### src/rtl/out_port_uart_tx.sv
// Purpose: buffers bytes from the core's out_port in a small FIFO and sends them as 8N1 UART on tx.
// Latency: write at edge k into an empty idle block -> start bit on tx after edge k+1; queued frames go back-to-back.
// Backpressure: none upstream; a write into a full FIFO is dropped and sets sticky overflow. CHANGE_DETECT_EN: writes come from port_data changes.
module out_port_uart_tx #(
  parameter int CLK_HZ     = 27000000,
  parameter int BAUD       = 115200,
  parameter int FIFO_DEPTH = 4
) (
  input  logic       clk,
  input  logic       rst_n,
  input  logic [7:0] port_data,
  input  logic       port_wr,
  output logic       tx,
  output logic       busy,
  output logic       fifo_full,
  output logic       overflow
);

  localparam int CLKS_PER_BIT = CLK_HZ / BAUD;
  localparam int CNT_W        = $clog2(CLKS_PER_BIT);
  localparam int PTR_W        = $clog2(FIFO_DEPTH);
  localparam logic [CNT_W-1:0] BIT_LAST = CNT_W'(CLKS_PER_BIT - 1);
  localparam logic [PTR_W:0]   FULL_CNT = (PTR_W+1)'(FIFO_DEPTH);

  typedef enum logic [1:0] {IDLE, START, DATA, STOP} state_t;

  // ---------------------------------------------------------------
  // Write request generation
  // ---------------------------------------------------------------
  logic wr_req;

`ifdef CHANGE_DETECT_EN
  logic [7:0] prev_data;
  logic       unused_port_wr;
  assign unused_port_wr = port_wr;

  // Track the previous port value; any difference is treated as a new write.
  always_ff @(posedge clk or negedge rst_n) begin
    if (!rst_n) prev_data <= 8'h00;
    else        prev_data <= port_data;
  end

  assign wr_req = (port_data != prev_data);
`else
  assign wr_req = port_wr;
`endif

  // ---------------------------------------------------------------
  // FIFO
  // ---------------------------------------------------------------
  logic [7:0]       mem [FIFO_DEPTH];
  logic [PTR_W-1:0] wr_ptr;
  logic [PTR_W-1:0] rd_ptr;
  logic [PTR_W:0]   count;
  logic             push;
  logic             pop;
  logic             fifo_empty;

  assign fifo_full  = (count == FULL_CNT);
  assign fifo_empty = (count == '0);
  // Fullness is judged on the registered count, so a same-cycle pop cannot make room.
  assign push       = wr_req && !fifo_full;

  // Storage array; contents need no reset because count gates every read.
  always_ff @(posedge clk) begin
    if (push) mem[wr_ptr] <= port_data;
  end

  // Pointer, occupancy and sticky overflow bookkeeping.
  always_ff @(posedge clk or negedge rst_n) begin
    if (!rst_n) begin
      wr_ptr   <= '0;
      rd_ptr   <= '0;
      count    <= '0;
      overflow <= 1'b0;
    end else begin
      if (push) wr_ptr <= wr_ptr + PTR_W'(1);
      if (pop)  rd_ptr <= rd_ptr + PTR_W'(1);
      case ({push, pop})
        2'b10:   count <= count + (PTR_W+1)'(1);
        2'b01:   count <= count - (PTR_W+1)'(1);
        default: count <= count;
      endcase
      if (wr_req && fifo_full) overflow <= 1'b1;
    end
  end

  // ---------------------------------------------------------------
  // Transmit FSM
  // ---------------------------------------------------------------
  state_t           state;
  state_t           state_d;
  logic [CNT_W-1:0] cnt;
  logic [CNT_W-1:0] cnt_d;
  logic [2:0]       bit_idx;
  logic [2:0]       bit_d;
  logic [7:0]       shift;
  logic [7:0]       shift_d;
  logic             tx_q;
  logic             tx_d;
  logic             bit_end;

  assign bit_end = (cnt == '0);

  // State and datapath registers; tx is registered so the pin never glitches.
  always_ff @(posedge clk or negedge rst_n) begin
    if (!rst_n) begin
      state   <= IDLE;
      cnt     <= '0;
      bit_idx <= '0;
      shift   <= '0;
      tx_q    <= 1'b1;
    end else begin
      state   <= state_d;
      cnt     <= cnt_d;
      bit_idx <= bit_d;
      shift   <= shift_d;
      tx_q    <= tx_d;
    end
  end

  // Next-state: STOP chains straight into START when more bytes are waiting.
  always_comb begin
    state_d = state;
    case (state)
      IDLE:  if (!fifo_empty) state_d = START;
      START: if (bit_end) state_d = DATA;
      DATA:  if (bit_end && bit_idx == 3'd7) state_d = STOP;
      STOP:  if (bit_end) state_d = fifo_empty ? IDLE : START;
      default: state_d = IDLE;
    endcase
  end

  // Outputs: pop on frame start, reload the baud counter per bit, and pre-compute the next tx level.
  always_comb begin
    pop     = 1'b0;
    cnt_d   = cnt;
    bit_d   = bit_idx;
    shift_d = shift;
    tx_d    = 1'b1;

    if (state_d == START && (state == IDLE || state == STOP)) begin
      pop     = 1'b1;
      shift_d = mem[rd_ptr];
    end else if (state == DATA && bit_end) begin
      shift_d = shift >> 1;
    end

    if (state == START && bit_end)     bit_d = 3'd0;
    else if (state == DATA && bit_end) bit_d = bit_idx + 3'd1;

    if (state_d != IDLE && (state_d != state || bit_end)) cnt_d = BIT_LAST;
    else if (cnt != '0)                                   cnt_d = cnt - CNT_W'(1);

    case (state_d)
      START:   tx_d = 1'b0;
      DATA:    tx_d = shift_d[0];
      default: tx_d = 1'b1;
    endcase
  end

  assign tx   = tx_q;
  assign busy = (state != IDLE) || !fifo_empty;

endmodule

### config.mk
export PLATFORM = sky130hd
export DESIGN_NAME = out_port_uart_tx
export DESIGN_NICKNAME = d
export VERILOG_FILES = /design/src/rtl/out_port_uart_tx.sv
export SDC_FILE = /design/constraint.sdc
export NUM_CORES = 1
export LEC_CHECK = 0
export CORE_MARGIN = 2
export CORE_UTILIZATION = 30
export CTS_BUF_LIST = sky130_fd_sc_hd__clkbuf_16
export DETAILED_ROUTE_END_ITERATION = 16
export DONT_BUFFER_PORTS = 1
export GPL_TIMING_DRIVEN = 0
export PLACE_DENSITY = 0.47
export SETUP_SLACK_MARGIN = 0.1
export SYNTH_ARGS = -nofsm -noshare
export SYNTH_HDL_FRONTEND = slang
export SYNTH_SLANG_ARGS = --single-unit
### constraint.sdc
create_clock -name clk -period 3.8 [get_ports clk]
set_clock_uncertainty 0.2 [all_clocks]
set_input_delay 0.76 -clock clk [delete_from_list [all_inputs] [get_ports clk]]
set_output_delay 0.76 -clock clk [all_outputs]
set_load 0.02 [all_outputs]
* Word level (Yosys, flattened, before mapping) *
Memory sizes are Yosys's and may differ from the RTL's.
Index checks and enable logic that the tools add are counted.

storage, ports and cells
  flip-flop bits (word level) = 30
  bits in writable memories = 32
  word-level logic and storage cells = 66
  memories kept = 1

memory list
  name  depth  width  rd ports  clocked after Yosys merged registers in  write ports  line  text
  mem   4      8      1         0                                        1            51    logic [7:0] mem [FIFO_DEPTH];

cells by class
  $add $sub $neg = 6
  equality and inequality tests = 10
  mux-type cells = 17
  reduce and logical (&&, ||, !) cells = 22

operator list
  cell                                                                   count
  8-bit two-way mux                                                      4
  2-bit nonzero test                                                     6
  2-bit equality test, second input constant                             4
  8-bit logical NOT                                                      1
  2-bit two-way mux                                                      4
  2-bit one-hot mux with 4 select lines                                  1
  8-bit nonzero test                                                     1
  8-bit by 1-bit subtractor with 8-bit output, second input constant     1
  1-bit logical AND                                                      7
  3-bit by 1-bit adder with 3-bit output, second input constant          2
  2-bit by 1-bit equality test with 1-bit output, second input constant  3
  3-bit equality test, second input constant                             2
  3-bit two-way mux                                                      2
  3-bit one-hot mux with 2 select lines                                  1
  2-bit by 1-bit adder with 2-bit output, second input constant          2
  1-bit two-way mux                                                      4
  3-bit logical NOT                                                      1
  1-bit logical OR                                                       3
  3-bit by 1-bit subtractor with 3-bit output, second input constant     1
  1-bit logical NOT                                                      2
  2-bit logical NOT                                                      1
  2-bit != test                                                          1
  1-bit one-hot mux with 2 select lines                                  1

* Logic depth before layout (Yosys ltp) *
  word-level depth = 9
  gate-level depth with buffers = 14
  mapped depth without buffers = 12

* Worst setup path before layout *
No wires, ideal clock.

  kind = flip-flop to flip-flop
  start point = reg cnt[0]
  end point = reg count[2]
  data arrival time = 3.241 ns
  required time = 3.521 ns
  slack = 0.280 ns
  cell stages (with the launch flop) = 15
  path through = dfrtp_1 inv_1 ha_1 or3b_2 clkbuf_1 nor2_4 o211ai_1 a2111oi_4 buf_6 ha_1 inv_1 fa_1 xor2_1 nor2_1 xor2_1

on the way
  longest elaborated chain between the ends = 9

RTL lines
  item                                                                                          line  text
  start, declared                                                                               93    logic [CNT_W-1:0] cnt;
  start signal, assigned                                                                        115   cnt <= cnt_d;
  8-bit logical NOT *                                                                           103   assign bit_end = (cnt == '0);
  1-bit logical AND                                                                             128   DATA: if (bit_end && bit_idx == 3'd7) state_d = STOP;
  2-bit two-way mux                                                                             128
  2-bit one-hot mux with 4 select lines *                                                       125   case (state)
  2-bit by 1-bit equality test with 1-bit output *                                              142   if (state_d == START && (state == IDLE || state == STOP)) begin
  1-bit logical AND *                                                                           142
  1-bit two-way mux *                                                                           142
  2-bit by 1-bit equality test with 1-bit output / 2-bit equality test (equally long branches)  79    case ({push, pop})
  3-bit one-hot mux with 2 select lines / 2-bit nonzero test (equally long branches)            -
  end signal, assigned                                                                          80    2'b10: count <= count + (PTR_W+1)'(1);
  end signal, assigned                                                                          81    2'b01: count <= count - (PTR_W+1)'(1);
  end signal, assigned                                                                          82    default: count <= count;
  end, declared                                                                                 54    logic [PTR_W:0] count;

Every way passes the cells marked *; elsewhere a longest branch is shown, timed or not.
A chain may end at the register's enable or synchronous reset.

* Worst setup path after layout *
  start point = reg cnt[1]
  end point = reg count[2]

Same word-level chain as after synthesis.

==> flow_summary.json <==
{
  "status": "finished clean",
  "busiest_layer": "met2",
  "drive_above_1_share_pct": 18.44,
  "cts_tree": "yes",
  "first_pass_iters": 4,
  "synth.distinct_cells": 39,
  "reg2reg_depth": 14,
  "numCtsBuffers": 9,
  "grt_pass1_wl_mm": 8.894,
  "place_congestion": 0.7495,
  "wirelength_mm": 5.226,
  "r2r_slack_ns": 0.30,
  "cp.arrival_ns": 3.54,
  "dp_hpwl_mm": 3.390,
  "synth_area_per_cell_um2": 13.29,
  "cp.required_ns": 3.84,
  "maxSlewHeadroom_pct": 46.47,
  "ys_warn_count": 0,
  "yosysTopAreaCell": "edfxtp_1",
  "fmax_ghz": 0.2861,
  "die_h_um": 102.7,
  "syn_area_um2": 2924,
  "min_path_type": "in -> async",
  "total_power_uw": 2740,
  "synth_most_common_cell": "edfxtp_1",
  "r2r-start": "cnt[1]$_DFFE_PN0P_",
  "async_reset_ff_share_pct": 48.39,
  "end_kind": "flop",
  "final_cells": 377,
  "drv_cap": 0,
  "port_buffers": 0,
  "final_util_pct": 36.42,
  "synth_edf_count": 32,
  "final-seq-area_um2": 1713,
  "area_growth_pct": 19.51,
  "synth_commonest_cells": "32 x edfxtp_1, 29 x dfrtp_1, 24 x nand2_1",
  "grt_pass1_vias": 1774,
  "leakage_uw": 0.001365,
  "grt_antenna_before_repair": 0,
  "drtIter0Drc": 32,
  "ys_top_cells_by_area": "edfxtp_1 33%, dfrtp_1 25%, mux4_2 6.2%",
  "worst-setup-path-type": "reg -> reg",
  "path_clk_slew_ns": 0.06,
  "report.final.hold_viol_count": 0,
  "ys_seq_area_share_pct": 58.58,
  "nNetsFinal": 265,
  "insertedDiodeCount": 0,
  "cts_max_level": 3,
  "fin_crit_sh_pct": 91.99,
  "netlist_instances": 220,
  "multiInputGateArea_um2": 1141,
  "grtUsageMet1_pct": 13.46,
  "clockRootBuffer": "clkbuf_16",
  "ys_ff_latch": 62,
  "grtUsageMet3_pct": 4.881,
  "place_inst": 353,
  "design.die.area_um2": 10550,
  "met2_usage_pct": 18.65,
  "period_needed_ns": 3.496,
  "die_x_um": 102.7,
  "tightest_slew_ns": 0.8030,
  "num_rows": 36,
  "synth_top_area_share_pct": 32.86,
  "grt_overflow": 0,
  "worst_hold_slack_ns": 0.05280,
  "grt_use_total_pct": 11.45,
  "routedWlPerCell_um": 13.86,
  "fillCellCount": 914,
  "drc": 0,
  "drv_slew": 0,
  "peakVddDrop_uv": 388.7,
  "syn_nets": 246,
  "synth-main-ff-cell": "edfxtp_1",
  "setup_viol": 0,
  "powerDensity_nw_per_um2": 784.0,
  "grt_max_degree": 30,
  "core_area_um2": 9594,
  "pin_count": 15,
  "clk-insertion-delay-late_ns": 0.32,
  "rsz0062_at_grt": "false",
  "ant_nets": 0,
  "critPathMaxFanout": 5,
  "vias_per_cell": 4.517,
  "r2r_end": "count[2]$_DFFE_PN0P_",
  "start_util_pct": 30.48,
  "crit_path_start_kind": "flop",
  "cts_num_sinks": 62,
  "vias": 1703,
  "cts_buffer_depth": 2
}
## metal layers
metal | vias up | wire length (um)
met5 | - | 0
met4 | 0 | 48
met3 | 2 | 241
met2 | 28 | 2648
met1 | 826 | 2287
li1 | 847 | -
## logic make-up (layout without fill, tap and decap cells)
| logic type | count (synthesis) | in the layout | synth area share, % |
|---|---|---|---|
| muxes | 19 | 19 | 9.970 |
| and+or+nand+nor | 67 | 67 | 12.20 |
| xor gates and xnor gates | 10 | 10 | 2.995 |
| DFF | 62 | 62 | 58.58 |
| buffers and inverters | 18 | 42 | 2.567 |
| AOI/OAI and AO/OA | 29 | 29 | 7.018 |
| adders and majority gates | 15 | 15 | 6.675 |
## timing repair
item	CTS	global route
resized for setup	0	5
hold buffers	1	0
pin swaps	2	2
buffers inserted	3	4
endpoints found under the setup margin	2	1
hold endpoints to repair	29	0
## report_power, final
group	internal (uW)	total [uW]	switching (uW)
registers	922	1050	124
logic	378	810	432
clock network	581	884	303
total	1880	2740	859
## state kept, by name, summed over array words and instances (netlist names)
name	cells
tx	1
overflow	1
cnt	8
bit_idx	3
count	3
mem	32
shift	8
state	2
rd_ptr	2
wr_ptr	2
## per-stage QoR
step                      TNS, ns  cell area (um^2)  setup WS [ns]
after floorplan                 0              2924         0.2800
after global placement    -0.3256              3090        -0.2089
after detailed placement  -0.3254              3090        -0.1933
after CTS                       0              3458         0.1395
after global routing            0              3495         0.1065
final                           0              3495         0.3044
## worst max-delay path by stage
stage,from,endpoint,slack (ns),cells after the start
after floorplan,cnt[0]$_DFFE_PN0P_,count[2]$_DFFE_PN0P_,0.28,14
after global placement,cnt[0]$_DFFE_PN0P_,count[2]$_DFFE_PN0P_,-0.21,14
after detailed placement,cnt[0]$_DFFE_PN0P_,count[2]$_DFFE_PN0P_,-0.19,14
after CTS,cnt[0]$_DFFE_PN0P_,count[2]$_DFFE_PN0P_,0.14,14
after global routing,cnt[1]$_DFFE_PN0P_,count[2]$_DFFE_PN0P_,0.11,14
final,cnt[1]$_DFFE_PN0P_,count[2]$_DFFE_PN0P_,0.30,14
## cell type report
class | count | area share, %
clock inverter | 7 | 2.864
tap | 133 | 4.762
clock buffer | 9 | 6.445
multi-input combinational | 140 | 32.65
inverter | 12 | 1.289
timing repair buffer | 8 | 2.077
sequential | 62 | 49.02
buffer | 6 | 0.8951
## placed cells by master, fill, tap and decap left out, drive strengths merged, types with 2 or more instances in the layout
master  instances
mux4            8
nand2          25
or4             4
clkbuf         14
dfrtp          29
buf             9
nor3            5
mux2i          10
edfxtp         32
bufinv          2
xnor2           4
and2            5
inv            16
nand4           2
o21ai          16
nor2b           3
and3            3
xor2            6
nand3           8
nor2            8
ha             14
a31oi           3
o21a            3
## critical path, cell delays in order (launching register included)
cell       delay [ns]
dfrtp_1          0.41
inv_1            0.10
ha_1             0.16
or3b_2           0.43
clkbuf_1         0.18
nor2_4           0.17
o211ai_1         0.17
a2111oi_4        0.45
buf_6            0.15
ha_1             0.17
inv_1            0.06
fa_1             0.37
xor2_1           0.15
nor2_1           0.11
xor2_1           0.14
Power figures use the tool's default switching activity.
